[config.mk]
export PLATFORM = sky130hd
export DESIGN_NAME = serdes_tx_framer_flat
export DESIGN_NICKNAME = d
export VERILOG_FILES = /design/src/rtl/serdes_tx_framer_if.sv /design/src/rtl/serdes_tx_framer.sv /design/src/flat_wrapper.sv
export SDC_FILE = /design/constraint.sdc
export NUM_CORES = 1
export LEC_CHECK = 0
export CAP_MARGIN = 10
export CORE_MARGIN = 5
export CORE_UTILIZATION = 49
export CTS_BUF_LIST = sky130_fd_sc_hd__clkbuf_8
export DETAILED_ROUTE_END_ITERATION = 10
export GPL_TIMING_DRIVEN = 0
export PLACE_DENSITY = 0.9
export SYNTH_ARGS = -nofsm -noshare
export SYNTH_HDL_FRONTEND = slang
export SYNTH_SLANG_ARGS = --single-unit
[constraint.sdc]
create_clock -name I_sys_clk -period 8.5 [get_ports I_sys_clk]
set_input_delay 1.275 -clock I_sys_clk [delete_from_list [all_inputs] [get_ports I_sys_clk]]
set_output_delay 1.275 -clock I_sys_clk [all_outputs]
set_load 0.02 [all_outputs]
[src/rtl/serdes_tx_framer_if.sv]
// Source-side handshake bundle for the SerDes transmit framer.
// Sources drive request/valid/data; the framer drives read enables.
interface serdes_tx_framer_if #(
  parameter int NSRC  = 2,
  parameter int LANES = 4
);
  logic [NSRC-1:0]          I_src_req;
  logic [NSRC-1:0]          O_src_rd;
  logic [NSRC-1:0]          I_src_valid;
  logic [NSRC*LANES*16-1:0] I_src_dat;

  modport master (
    output I_src_req,
    output I_src_valid,
    output I_src_dat,
    input  O_src_rd
  );

  modport slave (
    input  I_src_req,
    input  I_src_valid,
    input  I_src_dat,
    output O_src_rd
  );
endinterface

[src/rtl/serdes_tx_framer.sv]
// Multi-source SerDes transmit framer: arbitrates source bursts and
// wraps each in K-character header/trailer words with per-source seq.
module serdes_tx_framer #(
  parameter int LANES    = 4,
  parameter int NSRC     = 2,
  parameter int BURST    = 8,
  parameter int ARB_MODE = 0,
  parameter int TIMEOUT  = 16
) (
  input  logic                  I_sys_clk,
  input  logic                  I_rst,
  serdes_tx_framer_if.slave     src,
  output logic [LANES*16-1:0]   O_tx_dat,
  output logic [LANES*2-1:0]    O_tx_is_k,
  output logic                  O_busy,
  output logic [3:0]            O_grant_id,
  output logic                  O_err
);

  localparam int W  = LANES * 16;
  localparam int TW = $clog2(TIMEOUT + 1);

  localparam logic [15:0] W_IDLE = 16'hC5BC;
  localparam logic [7:0]  BURST8 = 8'(BURST);

  typedef enum logic [2:0] {
    S_IDLE,
    S_SOF1,
    S_SOF2,
    S_PAY,
    S_EOF
  } state_t;

  state_t          state_q, state_d;
  logic [3:0]      id_q, id_d;
  logic [3:0]      ptr_q, ptr_d;
  logic [7:0]      cnt_q, cnt_d;
  logic [7:0]      rdc_q, rdc_d;
  logic [TW-1:0]   tmo_q, tmo_d;
  logic [7:0]      seq_q [NSRC];
  logic [7:0]      seq_d [NSRC];
  logic [W-1:0]    dat_q, dat_d;
  logic [LANES*2-1:0] k_q, k_d;
  logic [NSRC-1:0] rd_q, rd_d;
  logic            busy_q, busy_d;
  logic            err_q, err_d;

  logic            gnt_ok;
  logic [3:0]      gnt_id;
  logic [3:0]      gnt_nxt;
  logic [4:0]      base;
  logic [4:0]      sum;
  logic [4:0]      nxt;
  logic [2*NSRC-1:0] req2;

  logic            cur_v;
  logic [W-1:0]    cur_d;
  logic [7:0]      cur_seq;

  logic [15:0]     word;
  logic            pay;
  logic            counting;

  // Pick the next source: rotate the request vector to the search start.
  always_comb begin
    gnt_ok  = 1'b0;
    gnt_id  = 4'd0;
    sum     = 5'd0;
    base    = (ARB_MODE == 1) ? 5'd0 : {1'b0, ptr_q};
    req2    = {src.I_src_req, src.I_src_req} >> base;
    for (int k = 0; k < NSRC; k++) begin
      if (!gnt_ok && req2[k]) begin
        gnt_ok = 1'b1;
        sum    = base + 5'(k);
        if (sum >= 5'(NSRC)) sum = sum - 5'(NSRC);
        gnt_id = sum[3:0];
      end
    end
    nxt = {1'b0, gnt_id} + 5'd1;
    if (nxt >= 5'(NSRC)) nxt = 5'd0;
    gnt_nxt = nxt[3:0];
  end

  // Mux out the granted source's valid, data and sequence number.
  always_comb begin
    cur_v   = 1'b0;
    cur_d   = '0;
    cur_seq = 8'd0;
    for (int i = 0; i < NSRC; i++) begin
      if (id_q == 4'(i)) begin
        cur_v   = src.I_src_valid[i];
        cur_d   = src.I_src_dat[i*W +: W];
        cur_seq = seq_q[i];
      end
    end
  end

  // Frame sequencing, read issue, timeout and next output word.
  always_comb begin
    state_d  = state_q;
    id_d     = id_q;
    ptr_d    = ptr_q;
    cnt_d    = cnt_q;
    rdc_d    = rdc_q;
    tmo_d    = tmo_q;
    seq_d    = seq_q;
    rd_d     = '0;
    busy_d   = 1'b1;
    err_d    = 1'b0;
    word     = W_IDLE;
    pay      = 1'b0;
    counting = (rdc_q == BURST8);

    if (state_q != S_IDLE && state_q != S_EOF &&
        rdc_q < BURST8) begin
      rd_d  = NSRC'(1) << id_q;
      rdc_d = rdc_q + 8'd1;
    end

    unique case (state_q)
      S_IDLE, S_EOF: begin
        if (gnt_ok) begin
          state_d = S_SOF1;
          id_d    = gnt_id;
          ptr_d   = gnt_nxt;
          cnt_d   = 8'd0;
          rdc_d   = 8'd1;
          tmo_d   = '0;
          rd_d    = NSRC'(1) << gnt_id;
          word    = {8'hA0 | {4'h0, gnt_id}, 8'h3C};
        end else begin
          state_d = S_IDLE;
          busy_d  = 1'b0;
        end
      end
      S_SOF1: begin
        state_d = S_SOF2;
        word    = {cur_seq, 8'h1C};
        if (counting) tmo_d = tmo_q + TW'(1);
      end
      S_SOF2, S_PAY: begin
        if (state_q == S_PAY && cnt_q == BURST8) begin
          state_d = S_EOF;
          rd_d    = '0;
          word    = {BURST8, 8'h7C};
          for (int i = 0; i < NSRC; i++) begin
            if (id_q == 4'(i)) seq_d[i] = seq_q[i] + 8'd1;
          end
        end else if (cur_v && cnt_q < BURST8) begin
          state_d = S_PAY;
          pay     = 1'b1;
          cnt_d   = cnt_q + 8'd1;
          tmo_d   = '0;
        end else if (counting &&
                     tmo_q == TW'(TIMEOUT - 1)) begin
          state_d = S_EOF;
          rd_d    = '0;
          err_d   = 1'b1;
          word    = {cnt_q, 8'h5C};
        end else begin
          state_d = S_PAY;
          if (counting) tmo_d = tmo_q + TW'(1);
        end
      end
      default: begin
        state_d = S_IDLE;
        busy_d  = 1'b0;
      end
    endcase

    dat_d = pay ? cur_d : {LANES{word}};
    k_d   = pay ? '0 : {LANES{2'b01}};
  end

  // State and registered outputs; reset drops any frame in flight.
  always_ff @(posedge I_sys_clk) begin
    if (I_rst) begin
      state_q <= S_IDLE;
      id_q    <= 4'd0;
      ptr_q   <= 4'd0;
      cnt_q   <= 8'd0;
      rdc_q   <= 8'd0;
      tmo_q   <= '0;
      seq_q   <= '{default: 8'd0};
      dat_q   <= {LANES{W_IDLE}};
      k_q     <= {LANES{2'b01}};
      rd_q    <= '0;
      busy_q  <= 1'b0;
      err_q   <= 1'b0;
    end else begin
      state_q <= state_d;
      id_q    <= id_d;
      ptr_q   <= ptr_d;
      cnt_q   <= cnt_d;
      rdc_q   <= rdc_d;
      tmo_q   <= tmo_d;
      seq_q   <= seq_d;
      dat_q   <= dat_d;
      k_q     <= k_d;
      rd_q    <= rd_d;
      busy_q  <= busy_d;
      err_q   <= err_d;
    end
  end

  assign src.O_src_rd = rd_q;
  assign O_tx_dat     = dat_q;
  assign O_tx_is_k    = k_q;
  assign O_busy       = busy_q;
  assign O_grant_id   = id_q;
  assign O_err        = err_q;

endmodule

[src/flat_wrapper.sv]
// flat-port wrapper written by rule: the top's interface ports become plain ports
module serdes_tx_framer_flat 
#(
  parameter int LANES    = 4,
  parameter int NSRC     = 2,
  parameter int BURST    = 8,
  parameter int ARB_MODE = 0,
  parameter int TIMEOUT  = 16
)
  (I_sys_clk, I_rst, O_tx_dat, O_tx_is_k, O_busy, O_grant_id, O_err, src_I_src_req, src_I_src_valid, src_I_src_dat, src_O_src_rd);
  serdes_tx_framer_if #(.NSRC(NSRC), .LANES(LANES)) src_i ();
  input  logic I_sys_clk;
  input  logic I_rst;
  output logic [LANES*16-1:0] O_tx_dat;
  output logic [LANES*2-1:0] O_tx_is_k;
  output logic O_busy;
  output logic [3:0] O_grant_id;
  output logic O_err;
  input wire logic [$bits(src_i.I_src_req)-1:0] src_I_src_req;
  input wire logic [$bits(src_i.I_src_valid)-1:0] src_I_src_valid;
  input wire logic [$bits(src_i.I_src_dat)-1:0] src_I_src_dat;
  output wire logic [$bits(src_i.O_src_rd)-1:0] src_O_src_rd;
  assign src_i.I_src_req = src_I_src_req;
  assign src_i.I_src_valid = src_I_src_valid;
  assign src_i.I_src_dat = src_I_src_dat;
  assign src_O_src_rd = src_i.O_src_rd;
  serdes_tx_framer #(.LANES(LANES), .NSRC(NSRC), .BURST(BURST), .ARB_MODE(ARB_MODE), .TIMEOUT(TIMEOUT)) u_core (.I_sys_clk(I_sys_clk), .I_rst(I_rst), .src(src_i), .O_tx_dat(O_tx_dat), .O_tx_is_k(O_tx_is_k), .O_busy(O_busy), .O_grant_id(O_grant_id), .O_err(O_err));
endmodule
==> results by stage <==
Die:
- The area of the core region is 11300 um^2.
- The floorplan has 39 rows.
- The area of the die is 13600 um^2.
- In this run the horizontal extent of the chip is 117 um.
- The die is 117 um tall.
- 214 I/O pins were placed.
- The starting utilization of the core area is 49.4%.

Final layout:
- The number of standard cells in the layout, taps in and fillers out is 988.
- At the end of the flow the core is filled with cells to 73.4%.
- 0 antenna diodes ended up in the layout.
- The count of nets after finishing is 982.
- The fraction of layout instances using a drive strength above 1 is 6.51%.
- After routing the design area is 8280 um^2.
- The filler cells instantiated in the layout total 760.
- The relative area change from synthesis to final layout is 48.7%.

Yosys:
- Ranked by total cell area, the synthesized netlist is headed by sky130_fd_sc_hd__dfxtp_1 (42%), sky130_fd_sc_hd__mux2i_1 (13%), sky130_fd_sc_hd__o21ai_0 (4.7%).
- The number of distinct library cell variants in the gate-level netlist after synthesis is 65.
- The synthesized flop and latch total is 117.
- The share of synthesized area occupied by flip-flops and latches is 42.1%.
- The top cell type by total area after synthesis is sky130_fd_sc_hd__dfxtp_1.
- The number of synthesis warnings is 0.
- The cell area that synthesis handed to floorplanning was 5570 um^2.
- The most frequently used cell type in the post-synthesis netlist is sky130_fd_sc_hd__dfxtp_1.
- Counting flops with an async set or reset pin after synthesis yields a share of 0%.
- The dominant synthesized flop cell is sky130_fd_sc_hd__dfxtp_1.
- In this run the biggest area consumer among cell types represents 42.1% of the synthesized area.
- The post-synthesis cell count is 601.
- Dividing the synthesized area by the synthesized cell count gives 9.26 um^2.
- By count the netlist is led by sky130_fd_sc_hd__dfxtp_1 (117), sky130_fd_sc_hd__mux2i_1 (75), sky130_fd_sc_hd__o21ai_0 (52), sky130_fd_sc_hd__nor2_1 (51), sky130_fd_sc_hd__clkbuf_1 (31).
- The number of synthesized flops with an enable pin is 0.

Timing:
- The aggregate negative setup slack is 0 ps.
- Setup repair after global routing left no endpoint under its margin.
- Headroom to the max-slew limit came out at 25.3%.
- Setup violations remaining at the end of the flow were counted as 0.
- The number of hold violations in the final report is 0.
- Subtracting the final worst setup slack from the clock period gives 3980 ps.
- The share of the clock period used by the worst path is 46.8%.
- The transition at the pin with the smallest max-transition slack is 1110 ps.
- The clock arrives with 15.0 ps of skew.
- Across all setup checks in the final design, the least slack found is 4520 ps.
- Based on the critical path, the design can be clocked at up to 251 MHz.
- The final max-slew violation count is 0.
- Across all hold checks on the routed design, the worst slack comes to 474 ps.

Routing:
- The routed length per placed instance is 19.1 um.
- Once detail routing completed, the nets flagged for antenna violations numbered 0.
- The first-pass iteration count of the detailed router is 5.
- The final wirelength is 18900 um.
- The detailed router's first-iteration violation count is 418.
- For this run, design rule violations remaining after detail routing come to 0.
- The via density per instance is 5.70.
- The number of vias in the routed layout is 5628.

Hold path:
- Along the worst hold path, the cell count comes to 2.
- The class of the worst hold path is flop to flop.

Global route:
- Global routing finished with a remaining overflow of 0.
- The first global-routing pass estimated 28400 um of wire.
- The via count of the first global-routing pass is 5604.
- Global routing used 26.7% of the available tracks across all layers.
- Entering global routing, the biggest net connects 17 pins.
- The initial antenna violation count was 0.

Worst setup path:
- The delay of the slowest critical-path stage is 560 ps.
- The most frequent cell on the critical path is sky130_fd_sc_hd__o211ai_1.
- The highest fanout seen on the critical path is 5.
- For the worst setup path, the data required time is 8860 ps.
- The worst register-to-register path has a depth of 13.
- Walking the worst path, the cells encountered are clkdlybuf4s50_1 > nor4bb_1 > o211ai_1 > nor4_1 > nor3_1 > ha_1 > nor4b_1 > o2111ai_1 > nor4b_1 > o211ai_1 > o211ai_1.
- STA classifies the critical path startpoint as an input port.
- Among cell families on the critical path, the largest total delay comes from simple AND/OR/NAND/NOR gates.
- The data arrival time of the critical path is 4340 ps.
- The total buffers and inverters traversed by the critical path is 1.
- The type of the worst setup path is input port to flop.
- The kind of capture point of the worst setup path is a flop.
- The slowest cell on the critical path is sky130_fd_sc_hd__clkdlybuf4s50_1.
- The path length in cells of the critical path is 11.

Place:
- After detailed placement, the design holds a cell count of 956.
- Once placement finished, the instance area stood at 7850 um^2.
- The number of port buffers is 209.
- The HPWL after detailed placement is 14300 um.
- The worst slack after detailed placement is 4180 ps.
- The weighted congestion reported at the end of routability-driven placement is 0.926.

CTS:
- The clock tree from TritonCTS is built.
- After clock tree synthesis, the repair step resized 0 gates.
- For the worst-skew pair, the clock arrives at the later sink with an insertion delay of 440 ps.
- The clock transition at the register clock pins on the worst setup and hold paths after CTS is 70 ps.
- The tree is rooted in a sky130_fd_sc_hd__clkbuf_8.
- The clock buffer count from CTS is 17.
- The number of setup buffers added after CTS is 0.
- The H-tree depth reported by CTS is 4.
- Counting along the longest clock path gives a buffer depth of 2.
- CTS saw 117 sinks.
- The number of hold-repair buffers added at the cts stage is 0.

Pwr:
- The worst-case vdd ir drop is 0.000124 V.
- The net load switching power is 0.452 mW.
- For this design the static power due to leakage is 3.04 nW.
- The design internal power is 1.06 mW.
- The fraction of power spent switching nets is 29.9%.
- Per report_power, the sequential group accounts for 39.5% of the total.
- The total power per unit cell area is 183 nW/um^2.
- The share of total power dissipated in the clock network is 35.9%.
- The logic gate share of total power is 24.7%.
- The total power of the final layout is 1.51 mW.

Run:
- Across the run, the number of max-cap violations was 0.

Run status:
- The run finished with clean final reports.
## power by group through the flow
stage	registers (mW)	logic, mW	clock network (mW)
3_3_place_gp	0.608	0.359	0
5_1_grt	0.600	0.398	0.575
2_1_floorplan	0.649	0.147	0
4_1_cts	0.597	0.372	0.549
6_report	0.597	0.373	0.542
3_5_place_dp	0.609	0.368	0
## path summary, 6_finish.rpt
path / startpoint / end / slack, ps
worst max-delay path: src_I_src_req[0] / u_core.ptr_q[0]$_SDFFE_PP0P_ / 4520
worst min-delay path: u_core.cnt_q[5]$_SDFFE_PP0P_ / u_core.cnt_q[5]$_SDFFE_PP0P_ / 470
worst max register to register: u_core.ptr_q[0]$_SDFFE_PP0P_ / u_core.ptr_q[0]$_SDFFE_PP0P_ / 4550
worst min register to register: u_core.cnt_q[5]$_SDFFE_PP0P_ / u_core.cnt_q[5]$_SDFFE_PP0P_ / 470
## area by class of cell
class	instances	area, um^2	area share, %
clock inverter	14	174	2.10
clock buffer	18	248	2.99
sequential	117	2340	28.3
inverter	20	75.1	0.907
tap	143	179	2.16
multi-input combinational	422	2960	35.8
buffer	45	204	2.46
timing repair buffer	209	2090	25.3
## cells in the final DEF, fill, tap and decap left out, types with 12 or more instances in the layout
master / Yosys / routed
sky130_fd_sc_hd__o211ai_1: 22 / 22
sky130_fd_sc_hd__inv_1: 19 / 19
sky130_fd_sc_hd__mux2i_1: 75 / 75
sky130_fd_sc_hd__ha_1: 16 / 16
sky130_fd_sc_hd__o21ai_0: 52 / 52
sky130_fd_sc_hd__clkbuf_1: 31 / 31
sky130_fd_sc_hd__clkbuf_8: 0 / 18
sky130_fd_sc_hd__nor2_1: 51 / 51
sky130_fd_sc_hd__nor4_1: 12 / 12
sky130_fd_sc_hd__clkdlybuf4s50_1: 0 / 209
sky130_fd_sc_hd__nand2_1: 25 / 25
sky130_fd_sc_hd__a21oi_1: 15 / 15
sky130_fd_sc_hd__dfxtp_1: 117 / 117
## per-layer routing
| layer | routed length (um) | up-vias | track usage (%) |
|---|---|---|---|
| met4 | 519 | 0 | 10.2 |
| li1 | - | 2663 | - |
| met1 | 7040 | 2648 | 29.4 |
| met5 | 0 | - | 0 |
| met3 | 1780 | 46 | 7.67 |
| met2 | 9520 | 271 | 48.4 |
## worst register-to-register path, delay by kind of cell, from the launching register on
| kind | cells | cell delay [ps] |
|---|---|---|
| AOI/OAI and AO/OA | 4 | 850 |
| adders and majority gates | 3 | 860 |
| buffers and inverters | 2 | 500 |
| DFF | 1 | 360 |
| and+or+nand+nor | 4 | 1300 |
## sequential cells by signal, summed over array words and instances, names as in the netlist
| name | count |
|---|---|
| u_core.O_busy | 1 |
| u_core.O_err | 1 |
| u_core.O_grant_id | 4 |
| u_core.O_tx_dat | 64 |
| u_core.O_tx_is_k | 1 |
| u_core.cnt_q | 8 |
| u_core.ptr_q | 4 |
| u_core.rdc_q | 8 |
| u_core.seq_q | 16 |
| u_core.src.O_src_rd | 2 |
| u_core.state_q | 3 |
| u_core.tmo_q | 5 |
## kinds of logic after synthesis
logic type / count (synthesis) / share of synthesized area, %
other: 1 / 0.0674
DFF: 117 / 42.1
and+or+nand+nor: 167 / 16.1
muxes: 77 / 13.9
xor gates and xnor gates: 15 / 2.36
AOI/OAI and AO/OA: 143 / 16.9
buffers and inverters: 65 / 5.01
adders and majority gates: 16 / 3.60
(Power assumes the default switching activity.)
